--- config.mk ---
export PLATFORM = sky130hd
export DESIGN_NAME = drs_trigger_ctrl
export DESIGN_NICKNAME = d
export VERILOG_FILES = /design/src/rtl/drs_trigger_ctrl.sv
export SDC_FILE = /design/constraint.sdc
export NUM_CORES = 1
export LEC_CHECK = 0
export CAP_MARGIN = 20
export CORE_MARGIN = 2
export CORE_UTILIZATION = 40
export DETAILED_ROUTE_END_ITERATION = 8
export PLACE_DENSITY = 0.63
export SLEW_MARGIN = 20
export SYNTH_ARGS = -nofsm -noshare
export SYNTH_HDL_FRONTEND = slang
export SYNTH_SLANG_ARGS = --single-unit
export TNS_END_PERCENT = 100
--- constraint.sdc ---
create_clock -name clock -period 2.2 [get_ports clock]
set_input_delay 0.55 -clock clock [delete_from_list [all_inputs] [get_ports clock]]
set_output_delay 0.55 -clock clock [all_outputs]
set_load 0.01 [all_outputs]
--- src/rtl/drs_trigger_ctrl.sv ---
// drs_trigger_ctrl: trigger sequencer between the registered LVDS trigger
// input and the DRS control block.
//   - rising-edge detect on trigger_i, gated by enable_i
//   - programmable coarse delay, one-cycle start pulse to the DRS controller
//   - deadtime: waits for the DRS busy pulse (with timeout) plus a holdoff
//   - accepted-event (wrapping) and lost-event (saturating) counters
// Optional feature: define TRIG_PRESCALE_EN to add prescale_i[7:0]; only
// every (prescale_i+1)-th edge accepted in IDLE then proceeds to fire.
// BUSY_TIMEOUT must be at least 2.

module drs_trigger_ctrl #(
    parameter int DELAY_W      = 8,
    parameter int HOLDOFF_W    = 12,
    parameter int BUSY_TIMEOUT = 64
) (
    input  logic                 clock,
    input  logic                 reset,
    input  logic                 trigger_i,
    input  logic                 enable_i,
    input  logic                 resync_i,
    input  logic [DELAY_W-1:0]   delay_i,
    input  logic [HOLDOFF_W-1:0] holdoff_i,
`ifdef TRIG_PRESCALE_EN
    input  logic [7:0]           prescale_i,
`endif
    input  logic                 drs_busy_i,
    output logic                 drs_trigger_o,
    output logic                 busy_o,
    output logic [31:0]          event_counter_o,
    output logic [15:0]          lost_event_counter_o,
    output logic                 timeout_o
);

    localparam int TMO_W = $clog2(BUSY_TIMEOUT + 1);
    // Loaded in FIRE; reaching 1 in WAIT_BUSY means BUSY_TIMEOUT cycles
    // have elapsed since FIRE once the flag registers.
    localparam logic [TMO_W-1:0] TMO_LOAD = TMO_W'(BUSY_TIMEOUT - 1);

    typedef enum logic [2:0] {
        ST_IDLE      = 3'd0,
        ST_DELAY     = 3'd1,
        ST_FIRE      = 3'd2,
        ST_WAIT_BUSY = 3'd3,
        ST_HOLDOFF   = 3'd4
    } state_t;

    state_t               state_r;
    logic                 trig_q_r;
    logic [DELAY_W-1:0]   delay_cnt_r;
    logic [TMO_W-1:0]     tmo_cnt_r;
    logic                 busy_seen_r;
    logic [HOLDOFF_W-1:0] hold_cnt_r;
    logic                 drs_trigger_r;
    logic                 busy_r;
    logic [31:0]          event_cnt_r;
    logic [15:0]          lost_cnt_r;
    logic                 timeout_r;

    logic                 edge_s;
    logic                 req_s;
    logic                 idle_req_s;
    logic                 accept_s;
    logic                 lost_inc_s;
    logic                 event_inc_s;
    logic                 busy_fall_s;
    logic                 timeout_hit_s;
    logic                 wait_done_s;

    // Saturating increment for the lost-event counter
    function automatic logic [15:0] sat_inc16(input logic [15:0] value, input logic inc);
        if (inc && (value != 16'hFFFF)) begin
            return value + 16'd1;
        end else begin
            return value;
        end
    endfunction

    assign edge_s     = trigger_i & ~trig_q_r;
    assign req_s      = edge_s & enable_i;
    assign idle_req_s = req_s & (state_r == ST_IDLE);

`ifdef TRIG_PRESCALE_EN
    logic [7:0] presc_cnt_r;
    logic       presc_hit_s;

    assign presc_hit_s = (presc_cnt_r == prescale_i);
    assign accept_s    = idle_req_s & presc_hit_s;

    // Prescale counter: counts edges seen in IDLE, wraps on the accepted one
    always_ff @(posedge clock) begin
        if (reset) begin
            presc_cnt_r <= 8'd0;
        end else if (resync_i) begin
            presc_cnt_r <= 8'd0;
        end else if (idle_req_s) begin
            if (presc_hit_s) begin
                presc_cnt_r <= 8'd0;
            end else begin
                presc_cnt_r <= presc_cnt_r + 8'd1;
            end
        end
    end
`else
    assign accept_s = idle_req_s;
`endif

    // Decode deadtime events: lost edges, counted fires, end of busy wait
    always_comb begin
        lost_inc_s    = 1'b0;
        event_inc_s   = 1'b0;
        busy_fall_s   = 1'b0;
        timeout_hit_s = 1'b0;
        if (state_r != ST_IDLE) begin
            lost_inc_s = req_s;
        end else begin
            lost_inc_s = 1'b0;
        end
        if (state_r == ST_FIRE) begin
            event_inc_s = 1'b1;
        end else begin
            event_inc_s = 1'b0;
        end
        if (state_r == ST_WAIT_BUSY) begin
            busy_fall_s   = busy_seen_r & ~drs_busy_i;
            timeout_hit_s = ~busy_seen_r & ~drs_busy_i & (tmo_cnt_r == TMO_W'(1));
        end else begin
            busy_fall_s   = 1'b0;
            timeout_hit_s = 1'b0;
        end
        wait_done_s = busy_fall_s | timeout_hit_s;
    end

    // Trigger level delayed one cycle for rising-edge detection
    always_ff @(posedge clock) begin
        if (reset) begin
            trig_q_r <= 1'b0;
        end else begin
            trig_q_r <= trigger_i;
        end
    end

    // Sequencer FSM with registered start pulse and busy flag
    always_ff @(posedge clock) begin
        if (reset) begin
            state_r       <= ST_IDLE;
            delay_cnt_r   <= {DELAY_W{1'b0}};
            tmo_cnt_r     <= {TMO_W{1'b0}};
            busy_seen_r   <= 1'b0;
            hold_cnt_r    <= {HOLDOFF_W{1'b0}};
            drs_trigger_r <= 1'b0;
            busy_r        <= 1'b0;
        end else begin
            drs_trigger_r <= 1'b0;
            case (state_r)
                ST_IDLE: begin
                    if (accept_s) begin
                        busy_r <= 1'b1;
                        if (delay_i == {DELAY_W{1'b0}}) begin
                            state_r       <= ST_FIRE;
                            drs_trigger_r <= 1'b1;
                        end else begin
                            state_r     <= ST_DELAY;
                            delay_cnt_r <= delay_i;
                        end
                    end
                end
                ST_DELAY: begin
                    if (delay_cnt_r == DELAY_W'(1)) begin
                        state_r       <= ST_FIRE;
                        drs_trigger_r <= 1'b1;
                        delay_cnt_r   <= {DELAY_W{1'b0}};
                    end else begin
                        delay_cnt_r <= delay_cnt_r - DELAY_W'(1);
                    end
                end
                ST_FIRE: begin
                    state_r     <= ST_WAIT_BUSY;
                    tmo_cnt_r   <= TMO_LOAD;
                    // busy already high during the start pulse counts as risen
                    busy_seen_r <= drs_busy_i;
                end
                ST_WAIT_BUSY: begin
                    if (wait_done_s) begin
                        busy_seen_r <= 1'b0;
                        // holdoff of zero skips the HOLDOFF state entirely
                        if (holdoff_i == {HOLDOFF_W{1'b0}}) begin
                            state_r <= ST_IDLE;
                            busy_r  <= 1'b0;
                        end else begin
                            state_r    <= ST_HOLDOFF;
                            hold_cnt_r <= holdoff_i;
                        end
                    end else if (!busy_seen_r) begin
                        if (drs_busy_i) begin
                            busy_seen_r <= 1'b1;
                        end else begin
                            tmo_cnt_r <= tmo_cnt_r - TMO_W'(1);
                        end
                    end
                end
                ST_HOLDOFF: begin
                    if (hold_cnt_r == HOLDOFF_W'(1)) begin
                        state_r    <= ST_IDLE;
                        busy_r     <= 1'b0;
                        hold_cnt_r <= {HOLDOFF_W{1'b0}};
                    end else begin
                        hold_cnt_r <= hold_cnt_r - HOLDOFF_W'(1);
                    end
                end
                default: begin
                    state_r <= ST_IDLE;
                    busy_r  <= 1'b0;
                end
            endcase
        end
    end

    // Event/lost counters and sticky timeout flag; resync overrides updates
    always_ff @(posedge clock) begin
        if (reset) begin
            event_cnt_r <= 32'd0;
            lost_cnt_r  <= 16'd0;
            timeout_r   <= 1'b0;
        end else if (resync_i) begin
            event_cnt_r <= 32'd0;
            lost_cnt_r  <= 16'd0;
            timeout_r   <= 1'b0;
        end else begin
            if (event_inc_s) begin
                event_cnt_r <= event_cnt_r + 32'd1;
            end
            lost_cnt_r <= sat_inc16(lost_cnt_r, lost_inc_s);
            if (timeout_hit_s) begin
                timeout_r <= 1'b1;
            end
        end
    end

    assign drs_trigger_o        = drs_trigger_r;
    assign busy_o               = busy_r;
    assign event_counter_o      = event_cnt_r;
    assign lost_event_counter_o = lost_cnt_r;
    assign timeout_o            = timeout_r;

endmodule

* Word-level counts from Yosys, hierarchy flattened
Index checks and enable logic that the tools add are counted.
** Cells by class
- Mux-type cells :: 36
- Bitwise gates (word level) :: 11
- Shift operators :: 0
- Reduce and logical (&&, ||, !) cells :: 15
- $add $sub $neg :: 5
- Order comparisons :: 0
- Div/mod/pow operators :: 0
- Equality and inequality tests :: 18
- $mul :: 0
** Operator list (number)
- 12-bit two-way mux :: 3
- 32-bit by 1-bit adder with 32-bit output, second input constant :: 1
- 8-bit two-way mux :: 3
- 12-bit case mux with 2 select lines :: 1
- 7-bit two-way mux :: 3
- 2-bit inequality test, second input constant :: 9
- 16-bit by 1-bit adder with 16-bit output, second input constant :: 1
- 16-bit inequality test, second input constant :: 1
- 8-bit case mux with 2 select lines :: 1
- 3-bit two-way mux :: 5
- 3-bit case mux with 5 select lines :: 1
- 1-bit two-way mux :: 14
- 7-bit case mux with 2 select lines :: 1
- 12-bit by 1-bit == test with 1-bit output, second input constant :: 1
- 12-bit zero test :: 1
- 12-bit by 1-bit subtractor with 12-bit output, second input constant :: 1
- 8-bit by 1-bit == test with 1-bit output, second input constant :: 1
- 8-bit zero test :: 1
- 4-bit AND reduction :: 2
- 8-bit by 1-bit subtractor with 8-bit output, second input constant :: 1
- 7-bit by 1-bit == test with 1-bit output, second input constant :: 1
- 7-bit by 1-bit subtractor with 7-bit output, second input constant :: 1
- 1-bit bitwise AND :: 6
- 3-bit by 2-bit == test with 1-bit output, second input constant :: 2
- 15 further kinds :: 23
** Word-level totals
- Memories kept :: 0
- Memory bits (read-only) :: 0
- Bits in writable memories :: 0
- Latch bits :: 0
- Logic and storage cells :: 96
- Input port bits :: 26
- Register bits :: 83
- Output and inout port bits :: 51

* Longest topological paths before layout
Gate-level depths: netlist of run 1.
- Depth in word-level cells :: 7
- Gate-level depth with buffers :: 8
- Gate-level depth less buffers :: 7

* Worst setup path before layout of run 1
No wires, ideal clock.
- Kind :: input port to flip-flop
- From :: in holdoff_i[3]
- To :: reg hold_cnt_r[2]
- Stages :: 6
- Path buffers :: 1
- Path slack :: 0.058 ns
- Setup time :: 0.087 ns
- Arrival :: 2.055 ns
- Cell sequence :: or4_1 -> o31a_1 -> o21ai_1 -> buf_2 -> o211ai_1 -> o31ai_1
** On the way
- Word-level cells in the longest chain between the ends :: 3
** RTL lines
- start, declared :: RTL line 22 : input logic [HOLDOFF_W-1:0] holdoff_i,
- 12-bit zero test :: RTL line 186 : if (holdoff_i == {HOLDOFF_W{1'b0}}) begin
- 2-bit inequality test (no source line)
- 3-bit AND reduction (no source line)
- end signal, assigned :: RTL line 191 : hold_cnt_r <= holdoff_i;
- end signal, assigned :: RTL line 205 : hold_cnt_r <= {HOLDOFF_W{1'b0}};
- end signal, assigned :: RTL line 207 : hold_cnt_r <= hold_cnt_r - HOLDOFF_W'(1);
- end, declared :: RTL line 52 : logic [HOLDOFF_W-1:0] hold_cnt_r;
No other way between the ends.
A chain may end at the register's enable or synchronous reset.

* Worst setup path after layout of run 1
- From :: reg tmo_cnt_r[2]
- To :: reg state_r[0]
** On the way
- Word-level cells in the longest chain between the ends :: 6
** RTL lines
- start, declared :: RTL line 50 : logic [TMO_W-1:0] tmo_cnt_r;
- start signal, assigned :: RTL line 147 : tmo_cnt_r <= {TMO_W{1'b0}};
- start signal, assigned :: RTL line 197 : tmo_cnt_r <= tmo_cnt_r - TMO_W'(1);
- 7-bit by 1-bit == test with 1-bit output :: RTL line 125 : timeout_hit_s = ~busy_seen_r & ~drs_busy_i & (tmo_cnt_r == TMO_W'(1));
- 1-bit bitwise AND :: RTL line 125
- 1-bit two-way mux :: RTL line 123 : if (state_r == ST_WAIT_BUSY) begin
- 1-bit OR :: RTL line 130 : wait_done_s = busy_fall_s | timeout_hit_s;
- 2-bit inequality test (no source line)
- 4-bit AND reduction (no source line)
- end signal, assigned :: RTL line 145 : state_r <= ST_IDLE;
- end signal, assigned :: RTL line 159 : state_r <= ST_FIRE;
- end signal, assigned :: RTL line 162 : state_r <= ST_DELAY;
- end, declared :: RTL line 47 : state_t state_r;
No other way between the ends.

==> flow_summary_export.csv, run 1 <==
group,metric,value,unit
pwr,power_leakage,2.157,nW
sta,slew-limit-headroom,54.58,%
worst_setup_path,path_class,"reg -> reg",
final_layout,utilization,57.09,%
final_layout,fin_area,5947,µm²
detailed_routing,viasPerCell,5.437,
pwr,switching_share,26.99,%
clock_network,clk_latency,360,ps
final_layout,multi_input_area,2560,µm²
place,place.gp.congestion,0.9338,
status,status,"finished clean",
die,dieArea,11650,µm²
yosys,syn-num-nets,550,
yosys,synth_top_area_cell,"dfxtp_1",
yosys,async_reset_ff_share,0,%
die,die_h,107.9,µm
sta,drv_slew,0,
global_routing,grt_pass1_vias,4146,
detailed_routing,drt_iter0_drc,200,
clock_network,hold_buffers,0,
die,initial_core_util,41.49,%
detailed_routing,drcViolationCount,0,
pwr,p_sw,0.0009399,W
detailed_routing,num_vias,4246,
min_path,hold_class,"reg -> reg",
yosys,synth_warnings,0,
place,io_buffers,76,
detailed_routing,wl_per_cell,14.80,µm
worst_setup_path,arrival,2380,ps
sta,finalCriticalPeriod,2156,ps
pwr,peakVddDrop,0.0003651,V
yosys,netlist_instances,516,
pwr,power_density,585.5,nW/µm²
detailed_routing,firstDrtPassIters,4,
detailed_routing,totalWireLength,11560,µm
clock_network,htreeDepth,3,
clock_network,cts_made_buffers,9,
clock_network,root_buffer,"clkbuf_8",
final_layout,n_fill_cell,970,
final_layout,area_growth,37.61,%
die,pin_count,77,
final_layout,finalNonFillerCells,781,
yosys,synthTopCellsByArea,"dfxtp_1 (38%), xnor2_1 (6.3%), nor2_1 (5.9%)",
pwr,seqPwrFrac,46.2,%
global_routing,antenna_found_initial,0,
detailed_routing,antenna_left,0,
yosys,synth_top_area_share,38.45,%
yosys,ys_seq_area_share,38.45,%
die,coreArea,10420,µm²
final_layout,antennaDiodeCount,0,
final_layout,layout.nets,674,
pwr,combPwrFrac,18.2,%
sta,hold_violations,0,
worst_setup_path,critPathSlowestCell,"or4_4",
place,dp_hpwl,8177,µm
yosys,synthesis.area,4322,µm²
place,dp_cells,762,
worst_setup_path,worstSetupStartpointType,"flip-flop",
sta,skew,12.99,ps
global_routing,gr-total-overflow,0,
sta,fin_tns_setup,0,ps
worst_setup_path,worstPathRequired,2420,ps
final_layout,regArea,1662,µm²
yosys,synth-edff-count,0,
pwr,power,0.003482,W
clock_network,cts_buffer_depth,2,
yosys,ys_seq_elements,83,
yosys,yosysUniqueCellTypes,57,
die,die_w,107.9,µm
pwr,internal-power,0.002542,W
clock_network,cts.sinks,83,
sta,finalCritPeriodShare,98.01,%
clock_network,cts_tree,"done",
worst_setup_path,crit_fanout,4,
worst_setup_path,cp_slowest_stage_delay,570,ps
global_routing,grt_util_all_layers,20.52,%
global_routing,grt_pass1_wl,19440,µm
worst_setup_path,critical_path.cell_chain,"or4_4, o311a_4, a211o_1, a2111oi_4, nor4_1",
yosys,synth_flop_cell,"dfxtp_1",
final_layout,layout-drive-gt1-share,15.97,%
place,dpl-instance-area,5608,µm²
pwr,clkPwrFrac,35.6,%
worst_setup_path,end_kind,"flip-flop",
sta,worst_slew_pin_slew,681.0,ps
yosys,avgSynthCellArea,8.375,µm²
job,cap_violations,0,
sta,setup_viol,0,
clock_network,path_clk_slew,90,ps
global_routing,grt_max_degree,34,
sta,fmax,0.4638,GHz
die,fp-row-count,37,
## layer usage
metal | track usage [%] | wire, µm | up-vias
li1 | - | - | 2139
met5 | 0 | 0 | -
met3 | 5.425 | 499 | 12
met2 | 33.24 | 5485 | 100
met4 | 5.769 | 104 | 0
met1 | 27.00 | 5470 | 1995
## critical path: cells and delay by family (launching register included)
kind	cells	cell delay [ps]
flip-flops	1	350
AND/OR/NAND/NOR	2	640
AO/OA/AOI/OAI	3	1030
## path summary, 6_finish.rpt
| path | startpoint | to | slack, ps | depth (start not counted) |
|---|---|---|---|---|
| min reg2reg | timeout_o$_SDFFE_PP0P_ | timeout_o$_SDFFE_PP0P_ | 480 | 2 |
| max | tmo_cnt_r[2]$_SDFFE_PP0P_ | state_r[0]$_SDFFE_PP0P_ | 40 | 5 |
| min | timeout_o$_SDFFE_PP0P_ | timeout_o$_SDFFE_PP0P_ | 480 | 2 |
| max reg2reg | tmo_cnt_r[2]$_SDFFE_PP0P_ | state_r[0]$_SDFFE_PP0P_ | 40 | 5 |
## what timing repair did
item | 4_1_cts | 5_1_grt
setup buffers | 0 | 1
endpoints found under the setup margin | 1 | 21
pin swaps | 0 | 4
gates cloned | 1 | 1
gates resized for setup | 1 | 19
## power by group through the flow
stage	Clock (W)	Sequential, W	Combinational, W
final	0.00124	0.00161	0.000635
after global routing	0.00132	0.00162	0.000697
after detailed placement	0	0.00164	0.000606
after global placement	0	0.00164	0.000601
after floorplan	0	0.00162	0.000371
after CTS	0.00128	0.00161	0.000610
## synth_stat cells (3+ instances only)
library cell   n
dfxtp_1       83
nor2_1        68
nand2_1       40
xnor2_1       31
a21oi_1       25
inv_1         19
xor2_1        19
clkbuf_1      18
nand3_1       18
a211oi_1      17
nand4_1       17
nor3_1        14
nor4_1        12
o21ai_0        9
and3_1         8
buf_2          8
ha_1           8
a221oi_1       7
o32ai_1        7
a2111oi_0      5
a32oi_1        5
and4_1         5
or2_2          5
or4_1          5
nand2b_1       4
nor2b_1        4
or3_1          4
a22oi_1        3
and2_1         3
mux2i_1        3
nor3b_1        3
o211ai_1       3
o31ai_1        3
## flip-flops by register name, indices dropped and copies added (netlist names)
register              count
lost_event_counter_o     16
drs_trigger_o             1
busy_seen_r               1
timeout_o                 1
state_r                   3
tmo_cnt_r                 7
hold_cnt_r               12
delay_cnt_r               8
event_counter_o          32
trig_q_r                  1
busy_o                    1
## cells in the final DEF (no fill, tap or decap), types with 7 or more instances in the layout
cell / netlist / routed
inv_1: 19 / 19
nand3_1: 18 / 18
clkdlybuf4s50_1: 0 / 71
a221oi_1: 7 / 7
xor2_1: 19 / 19
nor3_1: 14 / 14
clkbuf_8: 0 / 10
nor4_1: 12 / 11
ha_1: 8 / 8
nand2_1: 40 / 40
o32ai_1: 7 / 7
nor2_1: 68 / 68
buf_4: 0 / 59
dfxtp_1: 83 / 83
nand4_1: 17 / 17
and3_1: 8 / 8
a21oi_1: 25 / 25
a211oi_1: 17 / 17
o21ai_0: 9 / 8
xnor2_1: 31 / 31
## cell families after synthesis
kind of cell               after synthesis  synth area share, %
AOI/OAI and AO/OA                      106                18.07
DFF                                     83                38.45
adders and majority gates                8                2.316
muxes                                    3               0.6949
buffers and inverters                   45                4.140
xor gates and xnor gates                50                10.13
and+or+nand+nor                        221                26.20
## through the flow
step	hold WS (ps)	worst slack [ps]
after global routing	512.8	-13.65
after floorplan	440.2	58.24
after detailed placement	472.4	-360.5
after global placement	447.7	-276.1
final	480.9	43.86
after CTS	486.2	9.785
## final cells by class
class | instances | area share, %
Inverter | 19 | 1.199
Tap cell | 136 | 2.861
Clock inverter | 6 | 1.494
Sequential cell | 83 | 27.94
Clock buffer | 10 | 2.314
Timing Repair Buffer | 139 | 21.14
Multi-Input combinational cell | 388 | 43.05
Note: power is estimated with default switching activity, not from simulation.
==> inputs of run 2 (changes only) <==
- CORE_MARGIN: 2 -> 1
- CTS_CLUSTER_SIZE: default -> 28
==> run 2 against run 1 <==
- clock power fell by 22%
- first-iteration DRC count fell by 6.5%
- sequential power hardly changed
- total power down 7.0%
- combinational power rose by 3.3%
- largest cell class unchanged
==> flow_summary_export.csv, run 2 (synthesis results as in run 1) <==
group,metric,value,unit
detailed_routing,antenna_left,0,
clock_network,cts_made_buffers,9,
place,io_buffers,76,
final_layout,utilization,57.39,%
status,status,"finished clean",
worst_setup_path,reg2reg_slack,70,ps
clock_network,cts_buffer_depth,2,
global_routing,busiest_layer,"met2",
die,dieArea,11220,µm²
sta,worst_slew_pin_slew,734.5,ps
worst_setup_path,path_class,"reg -> reg",
min_path,hold_depth,2,
worst_setup_path,crit_fanout,5,
sta,finalCritPeriodShare,96.72,%
detailed_routing,totalWireLength,11460,µm
worst_setup_path,end_kind,"flip-flop",
worst_setup_path,arrival,2370,ps
place,dp_hpwl,8109,µm
sta,setup_viol,0,
global_routing,grt.met3_usage,2.698,%
sta,slew-limit-headroom,51.00,%
sta,drv_slew,0,
final_layout,antennaDiodeCount,0,
final_layout,n_fill_cell,940,
min_path,holdPathEnd,"hold_cnt_r[7]$_SDFFE_PP0P_",
pwr,combPwrFrac,20.3,%
die,pin_count,77,
min_path,hold_class,"reg -> reg",
global_routing,grt_max_degree,40,
global_routing,use_met2,33.33,%
clock_network,clk_latency,350,ps
global_routing,gr-total-overflow,0,
global_routing,grt_pass1_vias,4114,
final_layout,area_growth,38.33,%
job,cap_violations,0,
pwr,clkPwrFrac,30.0,%
global_routing,grt_pass1_wl,19150,µm
sta,rsz0062_at_grt,"yes",
final_layout,layout.nets,679,
pwr,internal-power,0.002320,W
detailed_routing,wl_per_cell,14.58,µm
clock_network,htreeDepth,3,
global_routing,antenna_found_initial,0,
min_path,min_from,"hold_cnt_r[7]$_SDFFE_PP0P_",
clock_network,path_clk_slew,90,ps
detailed_routing,viasPerCell,5.389,
final_layout,final_common_cell,"dfxtp_1",
global_routing,use_met1,28.33,%
sta,skew,11.98,ps
worst_setup_path,worstSetupStartpointType,"flip-flop",
worst_setup_path,worstPathRequired,2440,ps
pwr,switching_share,28.36,%
final_layout,largest_reg_flops,32,
worst_setup_path,r2r_start,"tmo_cnt_r[3]$_SDFFE_PP0P_",
final_layout,layout_common_cells,"dfxtp_1 (82), nor2_1 (68), clkdlybuf4s50_1 (67)",
worst_setup_path,r2r_end,"hold_cnt_r[3]$_SDFFE_PP0P_",
detailed_routing,drt_iter0_drc,187,
die,die_h,105.9,µm
die,coreArea,10420,µm²
sta,hold_violations,0,
place,dpl-instance-area,5623,µm²
detailed_routing,firstDrtPassIters,4,
pwr,power_leakage,2.201,nW
clock_network,cts_tree,"done",
detailed_routing,num_vias,4236,
final_layout,fin_area,5978,µm²
place,place.gp.congestion,0.9262,
die,initial_core_util,41.49,%
pwr,power_density,541.7,nW/µm²
clock_network,cts.sinks,83,
clock_network,root_buffer,"clkbuf_8",
clock_network,hold_buffers,0,
die,die_w,105.9,µm
pwr,p_sw,0.0009185,W
global_routing,grt_util_all_layers,20.75,%
sta,fmax,0.4699,GHz
pwr,peakVddDrop,0.0002906,V
pwr,seqPwrFrac,49.7,%
detailed_routing,drcViolationCount,0,
sta,finalCriticalPeriod,2128,ps
final_layout,layout-drive-gt1-share,16.92,%
die,fp-row-count,37,
worst_setup_path,reg2reg_depth,6,
sta,fin_tns_setup,0,ps
## run 2: cell type report
class | instances | area, µm² | share of cell area, %
clock buffers | 12 | 145.1 | 2.428
clock inverters | 4 | 26.28 | 0.4395
inverters | 19 | 71.32 | 1.193
multi-input cells | 388 | 2589 | 43.30
flip-flops and latches | 83 | 1663 | 27.81
well taps | 136 | 170.2 | 2.846
repair buffers | 144 | 1314 | 21.98
## run 2: how the worst max path moves through the flow
stage	from	cells after the start	end	slack, ps
2_1_floorplan	holdoff_i[3]	6	hold_cnt_r[2]$_SDFFE_PP0P_	60
3_3_place_gp	holdoff_i[3]	7	hold_cnt_r[10]$_SDFFE_PP0P_	-340
3_5_place_dp	holdoff_i[3]	7	hold_cnt_r[10]$_SDFFE_PP0P_	-370
4_1_cts	holdoff_i[3]	7	hold_cnt_r[0]$_SDFFE_PP0P_	10
5_1_grt	tmo_cnt_r[3]$_SDFFE_PP0P_	5	state_r[1]$_SDFFE_PP0P_	-30
6_report	tmo_cnt_r[3]$_SDFFE_PP0P_	6	hold_cnt_r[3]$_SDFFE_PP0P_	70
## run 2: power by group through the flow
stage | Sequential, W | Combinational [W] | Clock, W
floorplan | 0.00162 | 0.000371 | 0
global placement | 0.00164 | 0.000597 | 0
detailed placement | 0.00164 | 0.000609 | 0
CTS | 0.00161 | 0.000614 | 0.00101
global route | 0.00162 | 0.000719 | 0.00107
finish | 0.00161 | 0.000656 | 0.000973
## run 2: per-layer routing
metal | vias up | share of wire [%]
li1 | 2142 | -
met1 | 1961 | 49
met2 | 118 | 46
met3 | 15 | 3.9
met4 | 0 | 1.5
met5 | - | 0
## run 2: critical path, stage by stage (launching register included)
cell and delay, ps:
dfxtp_1 330, or4_4 570, o311ai_2 440, o21ai_4 140, buf_6 160, buf_4 120, o32ai_1 260
## run 2: per-stage QoR
stage | std cells | hold WS [ps] | total power, W | worst slack [ps]
after floorplan | 516 | 440.2 | 0.001996 | 58.24
after global placement | 764 | 458.4 | 0.002236 | -335.3
after detailed placement | 764 | 464.1 | 0.002250 | -368.5
after CTS | 780 | 481.1 | 0.003235 | 12.83
after global routing | 786 | 504.9 | 0.003405 | -30.84
final | 786 | 478.0 | 0.003239 | 72.07
## run 2: timing repair
action / in CTS / in global routing
cloned: 0 / 2
endpoints found under the hold margin: 0 / 0
resized for setup: 1 / 32
setup endpoints to repair: 1 / 19
pin swaps: 0 / 9
setup buffers: 0 / 4
